### src/rtl/score_pkg.sv
// Shared types and constants for the score_counter block.
// Holds field widths, FSM state encodings, the per-cycle event bundle
// and the saturating score adder used by the top level.
package score_pkg;

  localparam int SCORE_W = 10;
  localparam int LIVES_W = 2;
  // Sum width: one extra bit so score + increment never wraps before the clamp.
  localparam int SUM_W   = SCORE_W + 1;

  // FSM encodings; the unused code 2'd3 is steered back to S_IDLE.
  localparam logic [1:0] S_IDLE = 2'd0;
  localparam logic [1:0] S_PLAY = 2'd1;
  localparam logic [1:0] S_OVER = 2'd2;

  // Rising-edge events seen in the current cycle.
  typedef struct packed {
    logic start;
    logic hit;
    logic bonus;
    logic miss;
  } evt_t;

  // Add an increment to the score and clamp at the ceiling.
  function automatic logic [SCORE_W-1:0] sat_add(
    input logic [SCORE_W-1:0] cur,
    input logic [SUM_W-1:0]   inc,
    input logic [SUM_W-1:0]   ceil
  );
    logic [SUM_W-1:0] sum;
    sum = {1'b0, cur} + inc;
    if (sum > ceil) begin
      sat_add = ceil[SCORE_W-1:0];
    end else begin
      sat_add = sum[SCORE_W-1:0];
    end
  endfunction

endpackage

### src/rtl/score_counter_edge_detect.sv
// Rising-edge detector for one level input in the pclk domain.
// rise_o is combinational so an edge arriving in cycle n is acted on
// at the pclk edge that closes cycle n; a level held high fires once.
module edge_detect (
  input  logic pclk,
  input  logic rst_n,
  input  logic in_i,
  output logic rise_o
);

  logic in_q;

  // One-cycle delayed copy of the input.
  always_ff @(posedge pclk or negedge rst_n) begin
    if (!rst_n) begin
      in_q <= 1'b0;
    end else begin
      in_q <= in_i;
    end
  end

  assign rise_o = in_i & ~in_q;

endmodule

### src/rtl/score_counter.sv
// Game score keeper: converts hit/bonus/miss pulses into a saturating
// score and a life count, and sequences IDLE -> PLAY -> OVER -> PLAY.
// Optional feature macro: HIGH_SCORE_EN builds a best-score register
// updated at game end; without it high_score is tied to zero.
module score_counter
  import score_pkg::*;
#(
  parameter int SCORE_MAX  = 999,
  parameter int HIT_PTS    = 1,
  parameter int BONUS_PTS  = 10,
  parameter int LIVES_INIT = 3
) (
  input  logic        pclk,
  input  logic        rst_n,
  input  logic        start,
  input  logic        hit,
  input  logic        bonus,
  input  logic        miss,
  output logic [9:0]  score,
  output logic [1:0]  lives,
  output logic        playing,
  output logic        game_over,
  output logic        score_upd,
  output logic [9:0]  high_score
);

  localparam logic [SUM_W-1:0]   CEIL_C      = SUM_W'(SCORE_MAX);
  localparam logic [SUM_W-1:0]   HIT_C       = SUM_W'(HIT_PTS);
  localparam logic [SUM_W-1:0]   BONUS_C     = SUM_W'(BONUS_PTS);
  localparam logic [LIVES_W-1:0] LIVES_INIT_C = LIVES_W'(LIVES_INIT);

  evt_t ev_s;

  logic [1:0]         state_q, state_d;
  logic [SCORE_W-1:0] score_q, score_d;
  logic [LIVES_W-1:0] lives_q, lives_d;
  logic               playing_q, playing_d;
  logic               over_q, over_d;
  logic               upd_q, upd_d;
  logic [SUM_W-1:0]   inc_s;

  edge_detect u_ed_start (.pclk(pclk), .rst_n(rst_n), .in_i(start), .rise_o(ev_s.start));
  edge_detect u_ed_hit   (.pclk(pclk), .rst_n(rst_n), .in_i(hit),   .rise_o(ev_s.hit));
  edge_detect u_ed_bonus (.pclk(pclk), .rst_n(rst_n), .in_i(bonus), .rise_o(ev_s.bonus));
  edge_detect u_ed_miss  (.pclk(pclk), .rst_n(rst_n), .in_i(miss),  .rise_o(ev_s.miss));

  // Points earned this cycle; hit and bonus together both count.
  always_comb begin
    inc_s = {SUM_W{1'b0}};
    if (ev_s.hit) begin
      inc_s = inc_s + HIT_C;
    end else begin
      inc_s = inc_s;
    end
    if (ev_s.bonus) begin
      inc_s = inc_s + BONUS_C;
    end else begin
      inc_s = inc_s;
    end
  end

  // Game FSM with score and lives next-state logic.
  always_comb begin
    state_d = state_q;
    score_d = score_q;
    lives_d = lives_q;
    case (state_q)
      S_IDLE, S_OVER: begin
        // Gameplay events are ignored; score stays on display until a new game.
        if (ev_s.start) begin
          state_d = S_PLAY;
          score_d = {SCORE_W{1'b0}};
          lives_d = LIVES_INIT_C;
        end else begin
          state_d = state_q;
        end
      end
      S_PLAY: begin
        // Points land even in the cycle of the final miss; start is ignored.
        score_d = sat_add(score_q, inc_s, CEIL_C);
        if (ev_s.miss) begin
          if (lives_q <= 2'd1) begin
            lives_d = 2'd0;
            state_d = S_OVER;
          end else begin
            lives_d = lives_q - 2'd1;
          end
        end else begin
          lives_d = lives_q;
        end
      end
      default: begin
        state_d = S_IDLE;
      end
    endcase
  end

  // Status flags are derived from the next state so they line up with it.
  always_comb begin
    playing_d = (state_d == S_PLAY);
    over_d    = (state_d == S_OVER);
    upd_d     = (score_d != score_q);
  end

  // Main state and output registers.
  always_ff @(posedge pclk or negedge rst_n) begin
    if (!rst_n) begin
      state_q   <= S_IDLE;
      score_q   <= {SCORE_W{1'b0}};
      lives_q   <= {LIVES_W{1'b0}};
      playing_q <= 1'b0;
      over_q    <= 1'b0;
      upd_q     <= 1'b0;
    end else begin
      state_q   <= state_d;
      score_q   <= score_d;
      lives_q   <= lives_d;
      playing_q <= playing_d;
      over_q    <= over_d;
      upd_q     <= upd_d;
    end
  end

  assign score     = score_q;
  assign lives     = lives_q;
  assign playing   = playing_q;
  assign game_over = over_q;
  assign score_upd = upd_q;

`ifdef HIGH_SCORE_EN
  logic [SCORE_W-1:0] high_q, high_d;

  // Capture the final score (including same-cycle points) when a game ends.
  always_comb begin
    high_d = high_q;
    if ((state_q == S_PLAY) && (state_d == S_OVER) && (score_d > high_q)) begin
      high_d = score_d;
    end else begin
      high_d = high_q;
    end
  end

  // Best-score register; survives restarts, cleared only by reset.
  always_ff @(posedge pclk or negedge rst_n) begin
    if (!rst_n) begin
      high_q <= {SCORE_W{1'b0}};
    end else begin
      high_q <= high_d;
    end
  end

  assign high_score = high_q;
`else
  assign high_score = 10'd0;
`endif

endmodule

### config.mk
export PLATFORM = sky130hd
export DESIGN_NAME = score_counter
export DESIGN_NICKNAME = d
export VERILOG_FILES = /design/src/rtl/score_pkg.sv /design/src/rtl/score_counter_edge_detect.sv /design/src/rtl/score_counter.sv
export SDC_FILE = /design/constraint.sdc
export NUM_CORES = 1
export LEC_CHECK = 0
export ABC_AREA = 1
export CORE_MARGIN = 5
export CORE_UTILIZATION = 25
export DETAILED_ROUTE_END_ITERATION = 12
export PLACE_DENSITY = 0.44
export SETUP_SLACK_MARGIN = 0.05
export SLEW_MARGIN = 15
export SYNTH_ARGS = -nofsm -noshare
export SYNTH_HDL_FRONTEND = slang
export SYNTH_SLANG_ARGS = --single-unit
### constraint.sdc
create_clock -name pclk -period 2.45 [get_ports pclk]
set_input_delay 0.49 -clock pclk [delete_from_list [all_inputs] [get_ports pclk]]
set_output_delay 0.49 -clock pclk [all_outputs]
set_load 0.1 [all_outputs]
==> metrics.md, run 1 <==
| Metric | Value |
|---|---|
| FMAX | `0.437 GHz` |
| DRT Pass-1 Iters | `4` |
| Total Routed Length | `4090 um` |
| Critical path type | `reg2reg` |
| Drt initial violations | `a little over 90` |
| Initial antenna violation count | `0` |
| Layout Nets | `between 200 and 300` |
| Setup violators final | `0` |
| Diodes inserted | `0` |
| Share of the synthesized area in the top cell type | `0.356` |
| Final Util | `0.348` |
| Wire length per cell | `12.1 um` |
| Max FO, Critical Path | `7` |
| Initial Util | `0.253` |
| Post-DP HPWL | `just over 3000 um` |
| Worst Skew | `between 0.004 and 0.005 ns` |
| Final GP Congestion | `roughly 0.90` |
| CTS Buf Count | `3` |
| Antenna Violating Nets Remaining | `0` |
| Layout area overhead | `37.7%` |
| Final Critical Period | `~2.3 ns` |
| Final hold violation count | `0` |
| Final slew viol count | `0` |
| Syn Inst Count | `216` |
| Max cap viols | `0` |
| CTS Sinks | `21` |
| Num ports | `31` |
| Synth area leader | `dfrtp_1` |
| Routed vias/inst | `approximately 4.3` |
| Share of cells above drive strength 1 | `0.370` |
| Post-Syn Area | `roughly 1500 um2` |
| Yosys warns | `0` |
| Post-synthesis sequential area ratio | `0.356` |
| Vias in the first global route | `1543` |
| Leading post-synthesis cells by cell area | `dfrtp_1 (36%), nand2_1 (15%), nand3_1 (9.8%), inv_1 (8.1%), buf_4 (5.1%)` |
| CTS root buf | `clkbuf_8` |
| Req. time, crit path | `2.61 ns` |
| Status | `complete, no violations` |
| Hold_buf cts | `0` |
| All-Layer GR Usage | `0.115` |
| Syn Area/Cell | `around 7 um2` |
| Die area | `approximately 7500 um2` |
| H-tree levels | `1` |
| Crit path DAT | `approximately 2.5 ns` |
| Core box area | `5850 um2` |
| CTS tree | `done` |
| Vias | `between 1000 and 1500` |
| Count of state elements after synthesis | `21` |
| Worst-Skew Late Latency | `approximately 0.27 ns` |
| RSZ-0062 raised after global routing | `yes` |
| First-pass GRT wire length | `6950 um` |
| Synth cell types | `28` |
| Die height | `between 80 and 90 um` |
| Largest net degree at the start of global routing | `22` |
| CP Launch Type | `register` |
| Reg clk slew, reported paths | `~0.09 ns` |
| Chip width | `a little under 90 um` |
| Period utilisation layout | `0.935` |
| Post-route DRC violation count | `0` |
| IO buf count | `20` |
| Min-Delay Path Class | `in2reg` |
| Worst Setup End Kind | `register` |
| Num rows | `28` |
| Worst-case clock buffer depth | `2` |
| Total global routing overflow | `0` |
## metrics by stage
step           hold WS [ns]  area [um2]  setup slack (ns)  std cells  setup TNS (ns)
2_1_floorplan         0.194        1520            0.0556        225               0
3_5_place_dp          0.515        1840            -0.450        329           -1.79
5_1_grt               0.323        2030           -0.0452        337         -0.0452
6_report              0.336        2030             0.160        337               0
4_1_cts               0.452        1950            0.0835        335               0
3_3_place_gp          0.525        1840            -0.482        329           -2.00
## what timing repair did
action | 4_1_cts | 5_1_grt
buffers inserted | 2 | 2
pin swaps | 8 | 17
gates resized for setup | 13 | 32
setup endpoints to repair | 2 | 1
## state kept, by name (all words and copies together) (netlist names)
register,cells
u_ed_bonus.in_q,1
u_ed_start.in_q,1
score_upd,1
score,10
lives,2
state_q,2
playing,1
game_over,1
u_ed_hit.in_q,1
u_ed_miss.in_q,1
## logic make-up after synthesis
logic type | after synthesis | synth area share
flops | 21 | 0.356
buf+inv | 47 | 0.160
fa+ha+maj | 2 | 0.0169
other cells | 1 | 0.00254
simple gates | 120 | 0.371
compound gates | 25 | 0.0940
## cell usage in the layout (no fill, tap or decap), drive strengths merged
cell and instances:
buf 42, nand2 62, ha 2, clkinv 1, o21ai 17, dfrtp 21, inv 32, o211ai 1
o22ai 1, clkinvlp 1, or2 1, conb 10, a21oi 5, o31ai 1, nand3 31, clkdlybuf4s50 3
clkbuf 5, nand4 7, nor3 1, nor2 17, nand3b 1
## path summary, 6_finish.rpt
check,startpoint,to,slack (ns),depth (start not counted)
min reg2reg,lives[0]$_DFFE_PN0P_,lives[0]$_DFFE_PN0P_,0.54,1
max in group asynchronous,rst_n,score[1]$_DFF_PN0_,1.64,2
min in group asynchronous,rst_n,lives[1]$_DFFE_PN0P_,0.56,2
min,hit,u_ed_hit.in_q$_DFF_PN0_,0.34,1
max reg2reg,score[1]$_DFF_PN0_,score_upd$_DFF_PN0_,0.16,21
max,score[1]$_DFF_PN0_,score_upd$_DFF_PN0_,0.16,21
## cells in the mapped netlist
master and instances:
nand2_1 58, inv_1 32, nand3_1 29, dfrtp_1 21, nor2_1 16, o21ai_0 14, buf_4 10, nand4_1 6
a21oi_1 4, buf_6 3, nand2_2 3, ha_1 2, nand3_2 2, o21ai_1 2, a21oi_2 1, clkbuf_1 1
clkinv_1 1, conb_1 1, nand2_4 1, nand3b_1 1, nand4_2 1, nor2_2 1, nor3_1 1, o211ai_1 1
o21ai_2 1, o22ai_1 1, o31ai_1 1, or2_1 1
## routing by layer
layer,routed length (um),share of wire,up-vias,global-route usage
met1,1880,0.46,669,0.146
li1,-,-,768,-
met3,162,0.040,2,0.0312
met2,2010,0.49,23,0.190
met4,29,0.0071,0,0.0354
met5,0,0,-,0
## cell type report
class | count | area [um2]
fill | 635 | 3820
multi-input combinational | 157 | 870
sequential | 21 | 537
timing repair buffer | 47 | 359
inverter | 33 | 126
tap | 75 | 93.8
clock buffer | 3 | 41.3
clock inverter | 1 | 7.51
## critical path, stage by stage (launching register included)
cell and delay [ns]:
dfrtp_4 0.52, inv_4 0.08, nand2_2 0.05, nand2_1 0.06, inv_1 0.04, ha_2 0.16, inv_2 0.06, nand2_2 0.05
nand2_2 0.07, nand2_4 0.10, nand3_1 0.11, nand2_2 0.07, inv_2 0.05, nand2_2 0.06, nor2_4 0.15, nand2_4 0.09
nand3b_1 0.12, nand2_1 0.08, nand3_2 0.07, nand2_1 0.05, nor2_1 0.08, nand3_1 0.06
Power of run 1 is not shown: default switching activity piles up to over one toggle a cycle in this logic, so the estimate is an artifact.
==> run 2, diff against run 1 <==
CTS_CLUSTER_DIAMETER = 120   (was not set)
==> results of run 2 <==
Final layout, timing and power as in run 1 (identical DEF).
Power of run 2 is left out for the same reason.
